### src/rtl/posit_argmax_classifier_if.sv
`default_nettype none
// ============================================================================
// Module   : posit_argmax_classifier_if
// Purpose  : Handshake bundle between the last posit layer, the argmax
//            classifier and the DMA write-back stream.
// Signals  : rts_i/rtr_o/eow_i/posit_i - upstream word stream
//            rts_o/rtr_i/eow_o/class_o/max_posit_o - downstream result stream
// Modports : slave  - classifier side
//            master - environment side (upstream layer + downstream DMA)
// Revision : 1.0 - initial release
// ============================================================================
interface posit_argmax_classifier_if #(
  parameter int NB_CLASSES  = 20,
  parameter int POSIT_WIDTH = 16
);
  localparam int CLASS_W = $clog2(NB_CLASSES);

  logic                   rtr_o;
  logic                   rts_i;
  logic                   eow_i;
  logic [POSIT_WIDTH-1:0] posit_i;
  logic                   rtr_i;
  logic                   rts_o;
  logic                   eow_o;
  logic [CLASS_W-1:0]     class_o;
  logic [POSIT_WIDTH-1:0] max_posit_o;

  modport slave (
    output rtr_o,
    input  rts_i,
    input  eow_i,
    input  posit_i,
    input  rtr_i,
    output rts_o,
    output eow_o,
    output class_o,
    output max_posit_o
  );

  modport master (
    input  rtr_o,
    output rts_i,
    output eow_i,
    output posit_i,
    output rtr_i,
    input  rts_o,
    input  eow_o,
    input  class_o,
    input  max_posit_o
  );
endinterface
`default_nettype wire

### src/rtl/posit_argmax_classifier.sv
`default_nettype none
// ============================================================================
// Module   : posit_argmax_classifier
// Purpose  : Per-frame argmax over a stream of posits. Each frame holds
//            NB_CLASSES posits (or fewer when the DMA tail ends it with
//            eow_i); one result {class index, max posit, eow} is emitted
//            per frame.
// Ports    : clk, rst (synchronous, active-high)
//            bus (slave modport of posit_argmax_classifier_if):
//              rts_i/rtr_o/eow_i/posit_i     upstream words
//              rts_o/rtr_i/eow_o/class_o/max_posit_o  downstream result
// Options  : ARGMAX_SKID_EN - one-entry result skid buffer so a new frame
//            can be accumulated while a result waits downstream.
// Revision : 1.0 - initial release
// ============================================================================
module posit_argmax_classifier #(
  parameter int NB_CLASSES  = 20,
  parameter int POSIT_WIDTH = 16
) (
  input  logic                       clk,
  input  logic                       rst,
  posit_argmax_classifier_if.slave   bus
);
  localparam int                 CLASS_W  = $clog2(NB_CLASSES);
  localparam logic [CLASS_W-1:0] LAST_IDX = CLASS_W'(NB_CLASSES - 1);

  typedef enum logic [0:0] {
    ACCUM  = 1'b0,
    OUTPUT = 1'b1
  } state_t;

  state_t                 state;
  logic [CLASS_W-1:0]     wc;
  logic [POSIT_WIDTH-1:0] run_max;
  logic [CLASS_W-1:0]     run_idx;
  logic                   eow_acc;

  logic                   rtr_q;
  logic                   rts_q;
  logic                   eow_q;
  logic [CLASS_W-1:0]     class_q;
  logic [POSIT_WIDTH-1:0] max_q;

`ifdef ARGMAX_SKID_EN
  logic                   skid_full;
  logic [CLASS_W-1:0]     skid_class;
  logic [POSIT_WIDTH-1:0] skid_max;
  logic                   skid_eow;
`endif

  logic                   accept;
  logic                   first_word;
  logic                   take_word;
  logic                   frame_end;
  logic [POSIT_WIDTH-1:0] next_max;
  logic [CLASS_W-1:0]     next_idx;
  logic                   next_eow;

  // Two's-complement order equals posit order, and NaR (0x80..0) is the most
  // negative code, so a strict signed compare never lets NaR beat a real value
  // and keeps the lower index on ties.
  always_comb begin
    accept     = bus.rts_i & rtr_q;
    first_word = (wc == '0);
    take_word  = first_word | ($signed(bus.posit_i) > $signed(run_max));
    next_max   = take_word ? bus.posit_i : run_max;
    next_idx   = take_word ? wc : run_idx;
    // Flag restarts with each frame, then accumulates any eow seen in it.
    next_eow   = (~first_word & eow_acc) | bus.eow_i;
    frame_end  = accept & ((wc == LAST_IDX) | bus.eow_i);
  end

  always_ff @(posedge clk) begin
    if (rst) begin
      state   <= ACCUM;
      wc      <= '0;
      run_max <= '0;
      run_idx <= '0;
      eow_acc <= 1'b0;
      rtr_q   <= 1'b1;
      rts_q   <= 1'b0;
      eow_q   <= 1'b0;
      class_q <= '0;
      max_q   <= '0;
`ifdef ARGMAX_SKID_EN
      skid_full  <= 1'b0;
      skid_class <= '0;
      skid_max   <= '0;
      skid_eow   <= 1'b0;
`endif
    end else begin
      if (accept) begin
        wc      <= frame_end ? '0 : wc + 1'b1;
        run_max <= next_max;
        run_idx <= next_idx;
        eow_acc <= next_eow;
      end

`ifdef ARGMAX_SKID_EN
      case (state)
        ACCUM: begin
          if (frame_end) begin
            class_q <= next_idx;
            max_q   <= next_max;
            eow_q   <= next_eow;
            rts_q   <= 1'b1;
            state   <= OUTPUT;
          end
        end
        OUTPUT: begin
          // rtr_q is low while the skid is full, so a frame can only end
          // here when the skid is empty.
          if (bus.rtr_i) begin
            if (skid_full) begin
              class_q   <= skid_class;
              max_q     <= skid_max;
              eow_q     <= skid_eow;
              skid_full <= 1'b0;
              rtr_q     <= 1'b1;
            end else if (frame_end) begin
              class_q <= next_idx;
              max_q   <= next_max;
              eow_q   <= next_eow;
            end else begin
              rts_q <= 1'b0;
              state <= ACCUM;
            end
          end else if (frame_end) begin
            skid_class <= next_idx;
            skid_max   <= next_max;
            skid_eow   <= next_eow;
            skid_full  <= 1'b1;
            rtr_q      <= 1'b0;
          end
        end
        default: state <= ACCUM;
      endcase
`else
      case (state)
        ACCUM: begin
          if (frame_end) begin
            class_q <= next_idx;
            max_q   <= next_max;
            eow_q   <= next_eow;
            rts_q   <= 1'b1;
            rtr_q   <= 1'b0;
            state   <= OUTPUT;
          end
        end
        OUTPUT: begin
          if (bus.rtr_i) begin
            rts_q <= 1'b0;
            rtr_q <= 1'b1;
            state <= ACCUM;
          end
        end
        default: state <= ACCUM;
      endcase
`endif
    end
  end

  assign bus.rtr_o       = rtr_q;
  assign bus.rts_o       = rts_q;
  assign bus.eow_o       = eow_q;
  assign bus.class_o     = class_q;
  assign bus.max_posit_o = max_q;

endmodule
`default_nettype wire

### src/flat_wrapper.sv
// flat-port wrapper written by rule: the top's interface ports become plain ports
module posit_argmax_classifier_flat 
#(
  parameter int NB_CLASSES  = 20,
  parameter int POSIT_WIDTH = 16
)
  (clk, rst, bus_rtr_o, bus_rts_i, bus_eow_i, bus_posit_i, bus_rtr_i, bus_rts_o, bus_eow_o, bus_class_o, bus_max_posit_o);
  posit_argmax_classifier_if #(.NB_CLASSES(NB_CLASSES), .POSIT_WIDTH(POSIT_WIDTH)) bus_i ();
  input  logic clk;
  input  logic rst;
  output wire logic [$bits(bus_i.rtr_o)-1:0] bus_rtr_o;
  input wire logic [$bits(bus_i.rts_i)-1:0] bus_rts_i;
  input wire logic [$bits(bus_i.eow_i)-1:0] bus_eow_i;
  input wire logic [$bits(bus_i.posit_i)-1:0] bus_posit_i;
  input wire logic [$bits(bus_i.rtr_i)-1:0] bus_rtr_i;
  output wire logic [$bits(bus_i.rts_o)-1:0] bus_rts_o;
  output wire logic [$bits(bus_i.eow_o)-1:0] bus_eow_o;
  output wire logic [$bits(bus_i.class_o)-1:0] bus_class_o;
  output wire logic [$bits(bus_i.max_posit_o)-1:0] bus_max_posit_o;
  assign bus_rtr_o = bus_i.rtr_o;
  assign bus_i.rts_i = bus_rts_i;
  assign bus_i.eow_i = bus_eow_i;
  assign bus_i.posit_i = bus_posit_i;
  assign bus_i.rtr_i = bus_rtr_i;
  assign bus_rts_o = bus_i.rts_o;
  assign bus_eow_o = bus_i.eow_o;
  assign bus_class_o = bus_i.class_o;
  assign bus_max_posit_o = bus_i.max_posit_o;
  posit_argmax_classifier #(.NB_CLASSES(NB_CLASSES), .POSIT_WIDTH(POSIT_WIDTH)) u_core (.clk(clk), .rst(rst), .bus(bus_i));
endmodule
### config.mk
export PLATFORM = sky130hd
export DESIGN_NAME = posit_argmax_classifier_flat
export DESIGN_NICKNAME = d
export VERILOG_FILES = /design/src/rtl/posit_argmax_classifier_if.sv /design/src/rtl/posit_argmax_classifier.sv /design/src/flat_wrapper.sv
export SDC_FILE = /design/constraint.sdc
export NUM_CORES = 1
export LEC_CHECK = 0
export CORE_ASPECT_RATIO = 1.2
export CORE_MARGIN = 2
export CORE_UTILIZATION = 40
export CTS_CLUSTER_SIZE = 12
export DETAILED_ROUTE_END_ITERATION = 6
export SYNTH_ARGS = -nofsm -noshare
export SYNTH_HDL_FRONTEND = slang
export SYNTH_SLANG_ARGS = --single-unit
### constraint.sdc
create_clock -name clk -period 3.5 [get_ports clk]
set_clock_uncertainty 0.1 [all_clocks]
set_input_delay 0.525 -clock clk [delete_from_list [all_inputs] [get_ports clk]]
set_output_delay 0.525 -clock clk [all_outputs]
set_load 0.1 [all_outputs]
==> results.ini, run 1 <==
[global_routing]
grt_usage_pct = 17.6
grt-ovfl-total = 0
antenna_found_initial = 0
grt_max_degree = 49
grt_pass1_vias = 2311
grt_pass1_wl_um = 11200

[logic_synthesis]
synth_top_area_cell = dfxtp_1
synthArstFlopShare_pct = 0
synth_ff_type = dfxtp_1
synth_nets = 352
synth_area_um2 = 2900
ys_seq_area_share_pct = 35.9
avgSynthCellArea_um2 = 9.27
yosys_warnings = 0
synth_top_cell_area_share_pct = 35.9
synthCells = 313
synth_seq_cells = 52
ys_types = 45
synth_area_leaders = dfxtp_1 (36%), nand2b_1 (8.6%), ha_1 (7.8%)
synth_edf_count = 0

[clock_tree]
postCtsSetupBuffers = 0
cts_max_path_buffers = 2
cts_resized = 0
cts_tree = done
cts_made_buffers = 5
cts-root-buf = clkbuf_8
clk_pin_slew_ps = 100
clk_latency_ps = 310
htree_levels = 2
hold_buffers = 0
cts_sinks = 52

[floorplanning]
die_w_um = 81.8
io_pins = 45
core-area_um2 = 7150
rows = 34
die_y_um = 97.3
initial_core_util_pct = 40.6
die_area_um2 = 7960

[timing]
slew_headroom_pct = 34.9
fmax_ghz = 0.333
final.period_utilization_pct = 85.9
setup_tns_ps = 0
period_minus_slack_ps = 3010
worst_slew_pin_slew_ps = 973
hold_viol = 0
setup_violations = 0
maxSlewViolCount = 0
grt_setup_unrepaired = no

[critical_path]
cp-end-kind = register
cp-start-kind = input port
required_ps = 3600
worstPathMaxFanout = 10
arrival_ps = 3110
criticalPathCategory = in -> reg

[placement]
globalplace.congestion = 0.776
portBuffers = 44
post-dp-hpwl_um = 4710

[route]
drtIter0Drc = 63
first_pass_iters = 4
wl_per_cell_um = 14.7
drc = 0
vias = 2362
viasPerCell = 5.31
routed_wl_um = 6560
drtAntennaViolNets = 0

[run]
maxCapViolations = 0

[power]
powerDensity_nw_per_um2 = 408
power.leakage_nw = 1.46
ir_drop_v = 0.000210

[final_layout]
seq_area_um2 = 1040
nets = 393
drive_above_1_share_pct = 8.45
n_antenna_cell = 0
n_fill_cell = 700
final_util_pct = 50.1
layout.cells.most_common = dfxtp_1
most-common-layout-cells = dfxtp_1 (52), clkdlybuf4s50_1 (44), nand2b_1 (40), nand2_1 (22)
area_growth_pct = 23.2
multiInputGateArea_um2 = 1660

[worst_hold_path]
hold_path.class = reg -> reg

[outcome]
outcome = finished clean

path summary, 6_finish.rpt:
path                          from                        end  slack (ps)  cells past startpoint
max                bus_posit_i[15]  u_core.bus.max_posit_o[1]         490                      9
min          u_core.bus.class_o[3]      u_core.bus.class_o[3]         380                      2
max reg2reg     u_core.run_max[15]  u_core.bus.max_posit_o[1]         770                      9
min reg2reg  u_core.bus.class_o[3]      u_core.bus.class_o[3]         380                      2
cell type report:
class / count / share of cell area, %
Inverter: 21 / 2.20
Clock inverter: 3 / 1.19
Timing Repair Buffer: 58 / 15.9
Sequential cell: 52 / 29.1
Tap cell: 90 / 3.15
Multi-Input combinational cell: 216 / 46.5
Clock buffer: 5 / 1.92
registers in the layout (all words and copies together), names as in the netlist:
name and cells:
u_core.wc 5, u_core.bus.max_posit_o 16, u_core.bus.eow_o 1, u_core.state 1, u_core.run_idx 5, u_core.eow_acc 1
u_core.run_max 16, u_core.bus.class_o 5, u_core.bus.rtr_o 1, u_core.bus.rts_o 1
metrics by stage:
step / worst slack (ps) / area (um^2) / hold slack [ps] / total power [mW] / std cells
2_1_floorplan: 659 / 2900 / 349 / 0.935 / 313
3_3_place_gp: 265 / 3470 / 352 / 1.05 / 437
3_5_place_dp: 144 / 3470 / 358 / 1.05 / 437
4_1_cts: 479 / 3580 / 382 / 1.48 / 445
5_1_grt: 346 / 3580 / 395 / 1.53 / 445
6_report: 495 / 3580 / 377 / 1.46 / 445
synthesized netlist by cell type, drive strengths merged (2+ instances only):
| library cell | number |
|---|---|
| and2 | 17 |
| and4 | 2 |
| buf | 12 |
| o211a | 2 |
| nand2 | 22 |
| o2111a | 15 |
| mux2i | 21 |
| nand4 | 7 |
| a21oi | 12 |
| xor2 | 3 |
| nand2b | 40 |
| o21a | 2 |
| ha | 18 |
| inv | 21 |
| o21ai | 5 |
| clkbuf | 12 |
| o2111ai | 3 |
| a311o | 15 |
| dfxtp | 52 |
| o211ai | 6 |
| nor2 | 8 |
| nor2b | 2 |
report_power, final:
part | internal, mW | switching, mW | leakage [nW]
Combinational | 0.145 | 0.244 | 0.977
Clock | 0.212 | 0.209 | 0.0541
Sequential | 0.625 | 0.0239 | 0.425
kinds of logic (layout without fill, tap and decap cells):
family	Yosys count	in the layout	share of synthesized area (%)
muxes	21	21	7.24
and+or+nand+nor	107	107	21.4
AOI/OAI and AO/OA	66	66	19.6
adders and majority gates	18	18	7.76
xor gates and xnor gates	4	4	1.21
DFF	52	52	35.9
buffers and inverters	45	87	6.94
worst max-delay path, cell delays in order:
cell,delay (ps)
clkdlybuf4s50_1,450
ha_1,350
nand4_2,150
nor4_1,490
a21bo_2,290
o211a_1,130
buf_4,180
o2111a_1,260
a311o_1,270
layer usage:
metal | GRT usage, % | share of wire, % | vias to the layer above
li1 | - | - | 1202
met1 | 23.1 | 46 | 1121
met2 | 28.8 | 50 | 34
met3 | 3.07 | 2.3 | 5
met4 | 5.90 | 1.2 | 0
met5 | 0 | 0 | -
No activity file was read; power rests on OpenSTA's default activity.
==> inputs of run 2 (changes only) <==
Settings changed: SLEW_MARGIN set to 10.
==> results of run 2 <==
The final DEF is identical to that of run 1; final timing and power are the same.
